<file path="src/rtl/mem_access_unit.sv">
// ---------------------------------------------------------------------------
// mem_access_unit : load/store sequencer between core and a ready/valid memory
// Rev 1.0
// ---------------------------------------------------------------------------
`default_nettype none

module mem_access_unit #(
  parameter int W       = 32,
  parameter int TIMEOUT = 15
) (
  input  logic         clk,
  input  logic         rst,
  input  logic         MemEn,
  input  logic         MemWrite,
  input  logic [2:0]   Funct3,
  input  logic [W-1:0] Addr,
  input  logic [W-1:0] WriteData,
  output logic         Stall,
  output logic         Done,
  output logic [W-1:0] DOutDM,
  output logic         Misaligned,
  output logic         BusErr,
  output logic         MemReq,
  output logic         MemWe,
  output logic [W-1:0] MemAddr,
  output logic [W-1:0] MemWData,
  output logic [3:0]   MemBE,
  input  logic         MemReady,
  input  logic         MemValid,
  input  logic [W-1:0] MemRData
);

  localparam int CW = $clog2(TIMEOUT + 1);

  typedef enum logic [1:0] {
    S_IDLE = 2'd0,
    S_REQ  = 2'd1,
    S_WAIT = 2'd2,
    S_DONE = 2'd3
  } state_t;

  state_t         state, state_nx;
  logic [CW-1:0]  cnt;
  logic [1:0]     lane;
  logic [2:0]     f3;
  logic           we_r, mis_r, berr_r;
  logic [W-1:0]   addr_r, wdata_r, dout_r;
  logic [3:0]     be_r;

  logic           illegal, timeout, capture, load_done, set_mis, set_berr;
  logic [W-1:0]   st_wdata, ld_data;
  logic [3:0]     st_be;
  logic [7:0]     rbyte;
  logic [15:0]    rhalf;

  always_comb begin
    illegal = 1'b1;
    case (Funct3)
      3'b000, 3'b100: illegal = MemWrite & Funct3[2];
      3'b001, 3'b101: illegal = Addr[0] | (MemWrite & Funct3[2]);
      3'b010:         illegal = (Addr[1:0] != 2'b00);
      default:        illegal = 1'b1;
    endcase
  end

  // Store data is replicated across lanes so memory only needs the byte enables.
  always_comb begin
    st_wdata = WriteData;
    st_be    = 4'b1111;
    case (Funct3[1:0])
      2'b00: begin
        st_wdata = {4{WriteData[7:0]}};
        st_be    = 4'b0001 << Addr[1:0];
      end
      2'b01: begin
        st_wdata = {2{WriteData[15:0]}};
        st_be    = Addr[1] ? 4'b1100 : 4'b0011;
      end
      default: begin
        st_wdata = WriteData;
        st_be    = 4'b1111;
      end
    endcase
  end

  always_comb begin
    rbyte = MemRData[7:0];
    case (lane)
      2'd0: rbyte = MemRData[7:0];
      2'd1: rbyte = MemRData[15:8];
      2'd2: rbyte = MemRData[23:16];
      2'd3: rbyte = MemRData[31:24];
      default: rbyte = MemRData[7:0];
    endcase
    rhalf = lane[1] ? MemRData[31:16] : MemRData[15:0];
    case (f3)
      3'b000:  ld_data = {{(W-8){rbyte[7]}}, rbyte};
      3'b100:  ld_data = {{(W-8){1'b0}}, rbyte};
      3'b001:  ld_data = {{(W-16){rhalf[15]}}, rhalf};
      3'b101:  ld_data = {{(W-16){1'b0}}, rhalf};
      default: ld_data = MemRData;
    endcase
  end

  assign timeout = (cnt >= CW'(TIMEOUT - 1));

  always_comb begin
    state_nx  = state;
    capture   = 1'b0;
    load_done = 1'b0;
    set_mis   = 1'b0;
    set_berr  = 1'b0;
    case (state)
      S_IDLE: begin
        if (MemEn) begin
          if (illegal) begin
            state_nx = S_DONE;
            set_mis  = 1'b1;
          end else begin
            state_nx = S_REQ;
            capture  = 1'b1;
          end
        end
      end
      S_REQ: begin
        if (MemReady) begin
          state_nx = we_r ? S_DONE : S_WAIT;
        end else if (timeout) begin
          state_nx = S_DONE;
          set_berr = 1'b1;
        end
      end
      S_WAIT: begin
        if (MemValid) begin
          state_nx  = S_DONE;
          load_done = 1'b1;
        end else if (timeout) begin
          state_nx = S_DONE;
          set_berr = 1'b1;
        end
      end
      S_DONE:  state_nx = S_IDLE;
      default: state_nx = S_IDLE;
    endcase
  end

  always_ff @(posedge clk) begin
    if (rst) begin
      state   <= S_IDLE;
      cnt     <= '0;
      lane    <= 2'b00;
      f3      <= 3'b000;
      we_r    <= 1'b0;
      addr_r  <= '0;
      wdata_r <= '0;
      be_r    <= 4'b0000;
      dout_r  <= '0;
      mis_r   <= 1'b0;
      berr_r  <= 1'b0;
    end else begin
      state  <= state_nx;
      // Fault flags are only ever set on the transition into DONE, so they last one cycle.
      mis_r  <= set_mis;
      berr_r <= set_berr;
      if (capture) begin
        cnt     <= '0;
        we_r    <= MemWrite;
        addr_r  <= {Addr[W-1:2], 2'b00};
        lane    <= Addr[1:0];
        f3      <= Funct3;
        wdata_r <= st_wdata;
        be_r    <= st_be;
      end else if (state == S_REQ || state == S_WAIT) begin
        cnt <= cnt + 1'b1;
      end
      if (load_done) begin
        dout_r <= ld_data;
      end
    end
  end

  assign Stall      = ((state == S_IDLE) && MemEn) || (state == S_REQ) || (state == S_WAIT);
  assign Done       = (state == S_DONE);
  assign MemReq     = (state == S_REQ);
  assign MemWe      = we_r;
  assign MemAddr    = addr_r;
  assign MemWData   = wdata_r;
  assign MemBE      = be_r;
  assign DOutDM     = dout_r;
  assign Misaligned = mis_r;
  assign BusErr     = berr_r;

endmodule

`default_nettype wire

</file>
<file path="config.mk">
export PLATFORM = sky130hd
export DESIGN_NAME = mem_access_unit
export DESIGN_NICKNAME = d
export VERILOG_FILES = /design/src/rtl/mem_access_unit.sv
export SDC_FILE = /design/constraint.sdc
export NUM_CORES = 1
export LEC_CHECK = 0
export BUFFER_PORTS_ARGS = -buffer_cell sky130_fd_sc_hd__buf_4
export CORE_AREA = 2 2 146 119
export DETAILED_ROUTE_END_ITERATION = 16
export DIE_AREA = 0 0 148 121
export HOLD_SLACK_MARGIN = 0.08
export PLACE_DENSITY = 0.52
export SYNTH_ARGS = -nofsm -noshare
export SYNTH_HDL_FRONTEND = slang
export SYNTH_SLANG_ARGS = --single-unit
</file>
<file path="constraint.sdc">
create_clock -name clk -period 1.6 [get_ports clk]
set_input_delay 0 -clock clk [delete_from_list [all_inputs] [get_ports clk]]
set_output_delay 0 -clock clk [all_outputs]
set_load 0.02 [all_outputs]
</file>
# Word-level counts from Yosys, hierarchy flattened
# Index checks and enable logic that the tools add are counted.
# op_classes
add_sub_neg	1
magnitude_cmp	1
eq_ne	15
shifts	1
muxes	24
bitwise	4
n_reduce_logical	14
# ops
cell	count
$pmux W32 S4	1
$pmux W32 S2	1
$pmux W8 S4	1
$mux W16	1
$eq A3 B3 Y1 const B	4
$mux W1	10
$mux W2	5
$eq A2 B2 Y1 const B	4
$pmux W2 S4	1
$pmux W4 S2	1
$eq A2 B1 Y1 const B	3
$eq A3 B1 Y1 const B	2
$logic_not A2 Y1	3
$logic_not A3 Y1	2
$reduce_or A2 Y1	3
$add A4 B1 Y4 const B	1
$ge A4 B4 Y1 const B	1
$mux W4	1
$shl A1 B2 Y4 const A	1
$eq A3 B2 Y1 const B	1
$logic_or A1 B1 Y1	3
$pmux W1 S3	1
$reduce_or A3 Y1	1
$ne A2 B2 Y1 const B	1
6 further kinds	7
# totals
regBits	112
inputBits	105
out_inout_bits	106
elab_cells	71

# Longest topological paths before layout
# Gate-level depths: netlist of run 1.
# depth
ltp_word	7
mapped_depth	8
mapped_depth_nobuf	6

# Least setup slack after synthesis of run 1
# No wires, ideal clock.
# synth_timing
path_type	reg2reg
start	reg state[0]
end	reg dout_r[21] (netlist: DOutDM[21])
arrival_time_ns	1.491
slack_ns	-0.025
path_stages_with_launch	7
period_less_slack_ns	1.625
path_cell_list	dfxtp_1 > inv_1 > ha_1 > nand2_1 > a31oi_1 > buf_2 > a211oi_1
# synth_between
elab_chain_len	2
# synth_lines
item	line	source
from (decl)	42	state_t state, state_nx;
from (signal assigned)	161	state <= state_nx;
$eq A2 B2 Y1	113	case (state)
$mux W1	113	
to (signal assigned)	177	dout_r <= ld_data;
to (decl)	47	logic [W-1:0] addr_r, wdata_r, dout_r;
# Every way passes these cells.
# A chain may end at the register's enable or synchronous reset.

# Worst setup path after layout of run 1
# layout_timing
start	reg state[1]
end	reg state[1]
# layout_between
elab_chain_len	3
elab_cells_between_ends	9
cone_classes	4 x eq/ne; 4 x mux; 1 x reduce/logical
# layout_lines
item	line
$mux W2	-
$mux W2 (on tied branches)	-
$pmux W2 S4	113
# Several ways; a longest one is shown, not always the timed one.

==> results of run 1 <==
==> registers in the layout (all words and copies together), names as in the netlist <==
name and cells:
f3 3, Misaligned 1, state 2, MemAddr 30
MemWe 1, MemWData 32, DOutDM 32, BusErr 1
cnt 4, lane 2, MemBE 4
==> kinds of logic (layout without fill, tap and decap cells) <==
group	count (synthesis)	in the layout	share of synthesized area
compound gates	178	179	0.253
fa+ha+maj	7	7	0.0180
simple gates	189	189	0.161
xor+xnor	3	3	0.00541
other cells	1	2	0.000772
buf+inv	62	388	0.0587
flops	112	112	0.462
mux	20	20	0.0412
==> where the power goes <==
group | total, mW | internal (mW) | leakage [nW] | switching [mW]
clock | 2.33 | 1.24 | 0.151 | 1.09
sequential | 3.43 | 3.18 | 0.913 | 0.245
combinational | 3.56 | 1.73 | 2.56 | 1.83
total | 9.32 | 6.15 | 3.62 | 3.17
==> stage by stage <==
step / total power [mW] / utilization / TNS (ns)
after floorplan: 5.05 / - / 0
after global placement: 6.34 / 0.415 / -1.02
after detailed placement: 6.40 / 0.415 / -2.23
after CTS: 8.98 / 0.497 / -0.00751
after global routing: 9.82 / 0.526 / -0.0358
final: 9.32 / 0.526 / 0
==> final cells by class <==
class                           count  share of cell area
Inverter                           15             0.00652
Timing Repair Buffer              357               0.372
Clock inverter                      7             0.00942
Tap cell                          220              0.0319
Clock buffer                        9              0.0261
Multi-Input combinational cell    400               0.294
Sequential cell                   112               0.260
==> synthesized netlist by cell type, types with 4 or more instances <==
cell type | count | share of area
o22ai_1 | 9 | 0.012
ha_1 | 7 | 0.018
nand2_1 | 124 | 0.096
a211oi_1 | 25 | 0.039
nor2_1 | 41 | 0.032
o21ai_0 | 11 | 0.011
a221o_1 | 9 | 0.019
dfxtp_1 | 112 | 0.46
a22o_1 | 14 | 0.025
buf_2 | 12 | 0.012
o211ai_1 | 22 | 0.034
nor3_1 | 6 | 0.0062
a21oi_1 | 58 | 0.060
a311oi_1 | 10 | 0.018
buf_4 | 4 | 0.0062
mux2i_1 | 20 | 0.041
inv_1 | 15 | 0.012
o2bb2ai_1 | 9 | 0.016
clkbuf_1 | 28 | 0.022
==> routing by layer <==
metal / share of wire / track usage / wire length (um)
met1: 0.46 / 0.253 / 8580
met2: 0.48 / 0.313 / 8960
met3: 0.054 / 0.0500 / 1010
met4: 0.015 / 0.0464 / 289
met5: 0 / 0 / 0
==> worst max-delay path, delay by kind of cell (launching register included) <==
family,cells,cell delay [ns]
AND/OR/NAND/NOR,1,0.54
buffers and inverters,2,0.20
flip-flops,1,0.36
adder cells (fa/ha/maj),1,0.22
AO/OA/AOI/OAI,1,0.16
==> path summary, 6_finish.rpt <==
path / start / endpoint / slack, ns / depth (start not counted)
worst max-delay path: state[1]$_SDFFE_PP0P_ / state[1]$_SDFFE_PP0P_ / 0.03 / 5
worst min-delay path: MemRData[12] / DOutDM[12]$_SDFFE_PP0P_ / 0.10 / 4
worst max register to register: state[1]$_SDFFE_PP0P_ / state[1]$_SDFFE_PP0P_ / 0.03 / 5
worst min register to register: DOutDM[12]$_SDFFE_PP0P_ / DOutDM[12]$_SDFFE_PP0P_ / 0.46 / 2
==> what timing repair did <==
item	4_1_cts	5_1_grt
endpoints found under the hold margin	104	0
endpoints found under the setup margin	43	101
gates resized for setup	8	42
gates cloned	0	11
hold buffers	101	0
buffers inserted	0	9
pin swaps	0	9
==> results.json, run 1 <==
{
  "drc": 0,
  "postPlaceCellArea_um2": 6800,
  "max_freq_mhz": 638,
  "clock_path_buffers": 2,
  "cp.arrival_ns": 1.84,
  "dpl.hpwl_mm": 12.0,
  "setup_ws_ns": 0.0328,
  "drv_slew": 0,
  "routedWlPerCell_um": 16.8,
  "die_area_um2": 17900,
  "io_buffer_count": 208,
  "peakVddDrop_uv": 585,
  "synth_enable_flop_cells": 0,
  "grt_start_max_net_pins": 36,
  "grt_pass1_wl_mm": 27.3,
  "syn_avg_cell_area_um2": 8.49,
  "io_pins": 211,
  "num_rows": 42,
  "drt-initial-drc-count": 294,
  "area_delta_synth_final_pct": 77.8,
  "nFillCells": 1504,
  "tritoncts": "yes",
  "ys_ff_latch": 112,
  "fp.dieW_um": 148,
  "fp.dieH_um": 121,
  "setup_viol": 0,
  "ys_types": 44,
  "outcome": "complete, no violations",
  "cts_inserted_buffers": 9,
  "vias_per_cell": 4.85,
  "grt_usage": 0.191,
  "clk_latency_ns": 0.35,
  "gr-total-overflow": 0,
  "drt_wl_total_mm": 18.8,
  "pwr_density_cell_nw_per_um2": 1080,
  "cts-root-buf": "clkbuf_16",
  "fin_skew_ns": 0.00590,
  "syn_inst": 572,
  "fin_cells": 1120,
  "critPathSlowestCell": "or4_4",
  "yosysWarnings": 0,
  "synth_flop_cell": "dfxtp_1",
  "whs_ns": 0.104,
  "firstDrtPassIters": 4,
  "core_um2": 16400,
  "maxCapViolations": 0,
  "via_count": 5429,
  "endpoint_kind": "flip-flop",
  "power_leakage_nw": 3.62,
  "diodes": 0,
  "multi_input_area_um2": 2540,
  "antenna_found_initial": 0,
  "worstPathMaxFanout": 3,
  "dp_slack_ns": -0.163,
  "final_hold_viol_count": 0,
  "synth.cell_area_um2": 4860,
  "place.gp.congestion": 0.768,
  "drive_gt1_frac": 0.344,
  "cts.clk_slew.worst_paths_ns": 0.08,
  "path_class": "flip-flop to flip-flop",
  "nNetsFinal": 1007,
  "synth-seq-area-share": 0.462,
  "layout_common_cells": "231 x buf_4, 122 x nand2_1, 107 x dfxtp_1, 98 x dlygate4sd3_1, 55 x a21oi_1",
  "grt_pass1_vias": 5375,
  "antenna_left": 0,
  "timing.final.crit_share": 0.979,
  "final_common_cell": "buf_4",
  "h-tree-depth": 3,
  "initial_core_util": 0.296,
  "period_needed_ns": 1.57,
  "critPathLaunchType": "flip-flop",
  "path_cells": "inv_2, buf_4, ha_1, or4_4, a31oi_2",
  "crit_required_ns": 1.87,
  "finish.instance_area_um2": 8630,
  "dp_cells": 984,
  "async_reset_ff_frac": 0,
  "max_stage_delay_ns": 0.54,
  "hp-class": "input pin to flip-flop",
  "seqCellArea_um2": 2250,
  "cts_sinks": 112
}
No activity file was read; power rests on OpenSTA's default activity.
==> inputs of run 2 (changes only) <==
Settings changed: PLACE_DENSITY 0.52 to not set, SLEW_MARGIN set to 30.
==> results.json, run 2 (synthesis gave the netlist of run 1 again) <==
{
  "crit_path_end": "state[1]$_SDFFE_PP0P_",
  "max_stage_delay_ns": 0.55,
  "vias_per_cell": 4.77,
  "critPathSlowestCell": "or4_4",
  "fin_util": 0.508,
  "die_area_um2": 17900,
  "clk_latency_ns": 0.36,
  "whs_ns": 0.115,
  "cts.clk_slew.worst_paths_ns": 0.07,
  "peakVddDrop_uv": 647,
  "max-slew-margin-rel": 0.597,
  "fin_skew_ns": 0.00832,
  "path_cells": "inv_4, buf_4, ha_2, or4_4, a31oi_4",
  "worstReg2RegStart": "state[1]$_SDFFE_PP0P_",
  "rr_worst_depth": 5,
  "diodes": 0,
  "power_leakage_nw": 3.45,
  "timing.final.crit_share": 0.980,
  "routedWlPerCell_um": 15.6,
  "cts_inserted_buffers": 9,
  "outcome": "complete, no violations",
  "final_hold_viol_count": 0,
  "area_delta_synth_final_pct": 71.5,
  "dp_slack_ns": -0.168,
  "period_needed_ns": 1.57,
  "antenna_left": 0,
  "crit_start": "state[1]$_SDFFE_PP0P_",
  "r2r-end": "state[1]$_SDFFE_PP0P_",
  "io_buffer_count": 208,
  "drc": 0,
  "place.gp.congestion": 0.770,
  "max_freq_mhz": 638,
  "tritoncts": "yes",
  "num_rows": 42,
  "worst-path-buf-inv": 2,
  "firstDrtPassIters": 4,
  "path_class": "flip-flop to flip-flop",
  "maxCapViolations": 0,
  "h-tree-depth": 3,
  "grt_start_max_net_pins": 31,
  "setup_viol": 0,
  "cp.arrival_ns": 1.84,
  "rsz0062_at_grt": "true",
  "reg2reg_slack_ns": 0.03,
  "crit_required_ns": 1.87,
  "drt-initial-drc-count": 199,
  "grt_pass1_vias": 5118,
  "worstPathMaxFanout": 3,
  "worst_slew_pin_slew_ns": 0.602,
  "pwr_density_cell_nw_per_um2": 1080,
  "fp.dieW_um": 148,
  "antenna_found_initial": 0,
  "clock_path_buffers": 2,
  "hp-class": "input pin to flip-flop",
  "cts_setup_buffers": 0,
  "cts-root-buf": "clkbuf_16",
  "cts_sinks": 112,
  "grt_usage": 0.189,
  "nNetsFinal": 996,
  "initial_core_util": 0.296,
  "drv_slew": 0,
  "final_common_cell": "buf_4",
  "via_count": 5284,
  "grt_pass1_wl_mm": 26.8,
  "endpoint_kind": "flip-flop",
  "critPathTopFamily": "simple AND/OR/NAND/NOR gates",
  "drive_gt1_frac": 0.321,
  "layout_common_cells": "233 x buf_4, 122 x nand2_1, 108 x dfxtp_1, 103 x dlygate4sd3_1, 57 x a21oi_1",
  "gr-total-overflow": 0,
  "core_um2": 16400,
  "critPathLaunchType": "flip-flop",
  "setup_ws_ns": 0.0314,
  "dpl.hpwl_mm": 11.6,
  "drt_wl_total_mm": 17.3,
  "io_pins": 211,
  "worst-path-stages": 5,
  "fp.dieH_um": 121
}
[run 2: cell types whose count changed in the layout (fill, tap and decap cells not counted), sizes merged]
cell,before,now
buf,249,242
clkinv,5,0
dlygate4sd3,98,103
dlymetal6s4s,3,0
clkinvlp,0,2
bufinv,1,0
clkbuf,16,15
inv,16,15
o21bai,3,2
[run 2: worst min-delay path by stage]
stage | startpoint | depth (start not counted) | to
4_1_cts | MemRData[11] | 5 | DOutDM[3]$_SDFFE_PP0P_
3_5_place_dp | Addr[31] | 2 | MemAddr[31]$_SDFFE_PP0P_
2_1_floorplan | Addr[31] | 1 | MemAddr[31]$_SDFFE_PP0P_
5_1_grt | MemRData[10] | 4 | DOutDM[10]$_SDFFE_PP0P_
3_3_place_gp | Addr[31] | 2 | MemAddr[31]$_SDFFE_PP0P_
6_report | MemRData[11] | 5 | DOutDM[3]$_SDFFE_PP0P_
[run 2: repair_timing]
| item | 4_1_cts | 5_1_grt |
|---|---|---|
| endpoints found under the setup margin | 61 | 95 |
| endpoints found under the hold margin | 104 | 0 |
| gates cloned | 0 | 2 |
| gates resized for setup | 5 | 31 |
| pin swaps | 0 | 2 |
| hold buffers | 103 | 0 |
[run 2: power by group]
group	total [mW]	switching, mW	internal, mW	leakage [nW]
Combinational	3.38	1.75	1.63	2.41
Sequential	3.43	0.247	3.19	0.913
Clock	2.16	1.03	1.14	0.128
Total	8.97	3.03	5.95	3.45
[run 2: metal layers]
layer	global-route usage	routed length (um)
met1	0.244	7620
met2	0.306	8080
met3	0.0586	1310
met4	0.0524	265
met5	0	0
[run 2: cell type report]
class / instances / area (um2)
Sequential cell: 112 / 2250
Clock inverter: 2 / 15.0
Clock buffer: 13 / 260
Tap cell: 220 / 275
Multi-Input combinational cell: 399 / 2480
Inverter: 15 / 61.3
Fill cell: 1597 / 8070
Timing Repair Buffer: 347 / 2990
[run 2: worst reg2reg max path, delay by kind of cell, from the launching register on]
kind / cells / cell delay [ns]
flip-flops: 1 / 0.38
AND/OR/NAND/NOR: 1 / 0.55
AO/OA/AOI/OAI: 1 / 0.21
buffers and inverters: 2 / 0.18
adder cells (fa/ha/maj): 1 / 0.18
[run 2: per-stage QoR]
step | cell area (um2) | power, mW | instances | setup TNS [ns]
global placement | 6820 | 6.37 | 988 | -2.30
floorplan | 4870 | 5.05 | 573 | 0
finish | 8330 | 8.97 | 1108 | 0
detailed placement | 6820 | 6.39 | 988 | -3.92
global route | 8330 | 9.51 | 1108 | -0.0123
CTS | 8150 | 8.78 | 1106 | 0
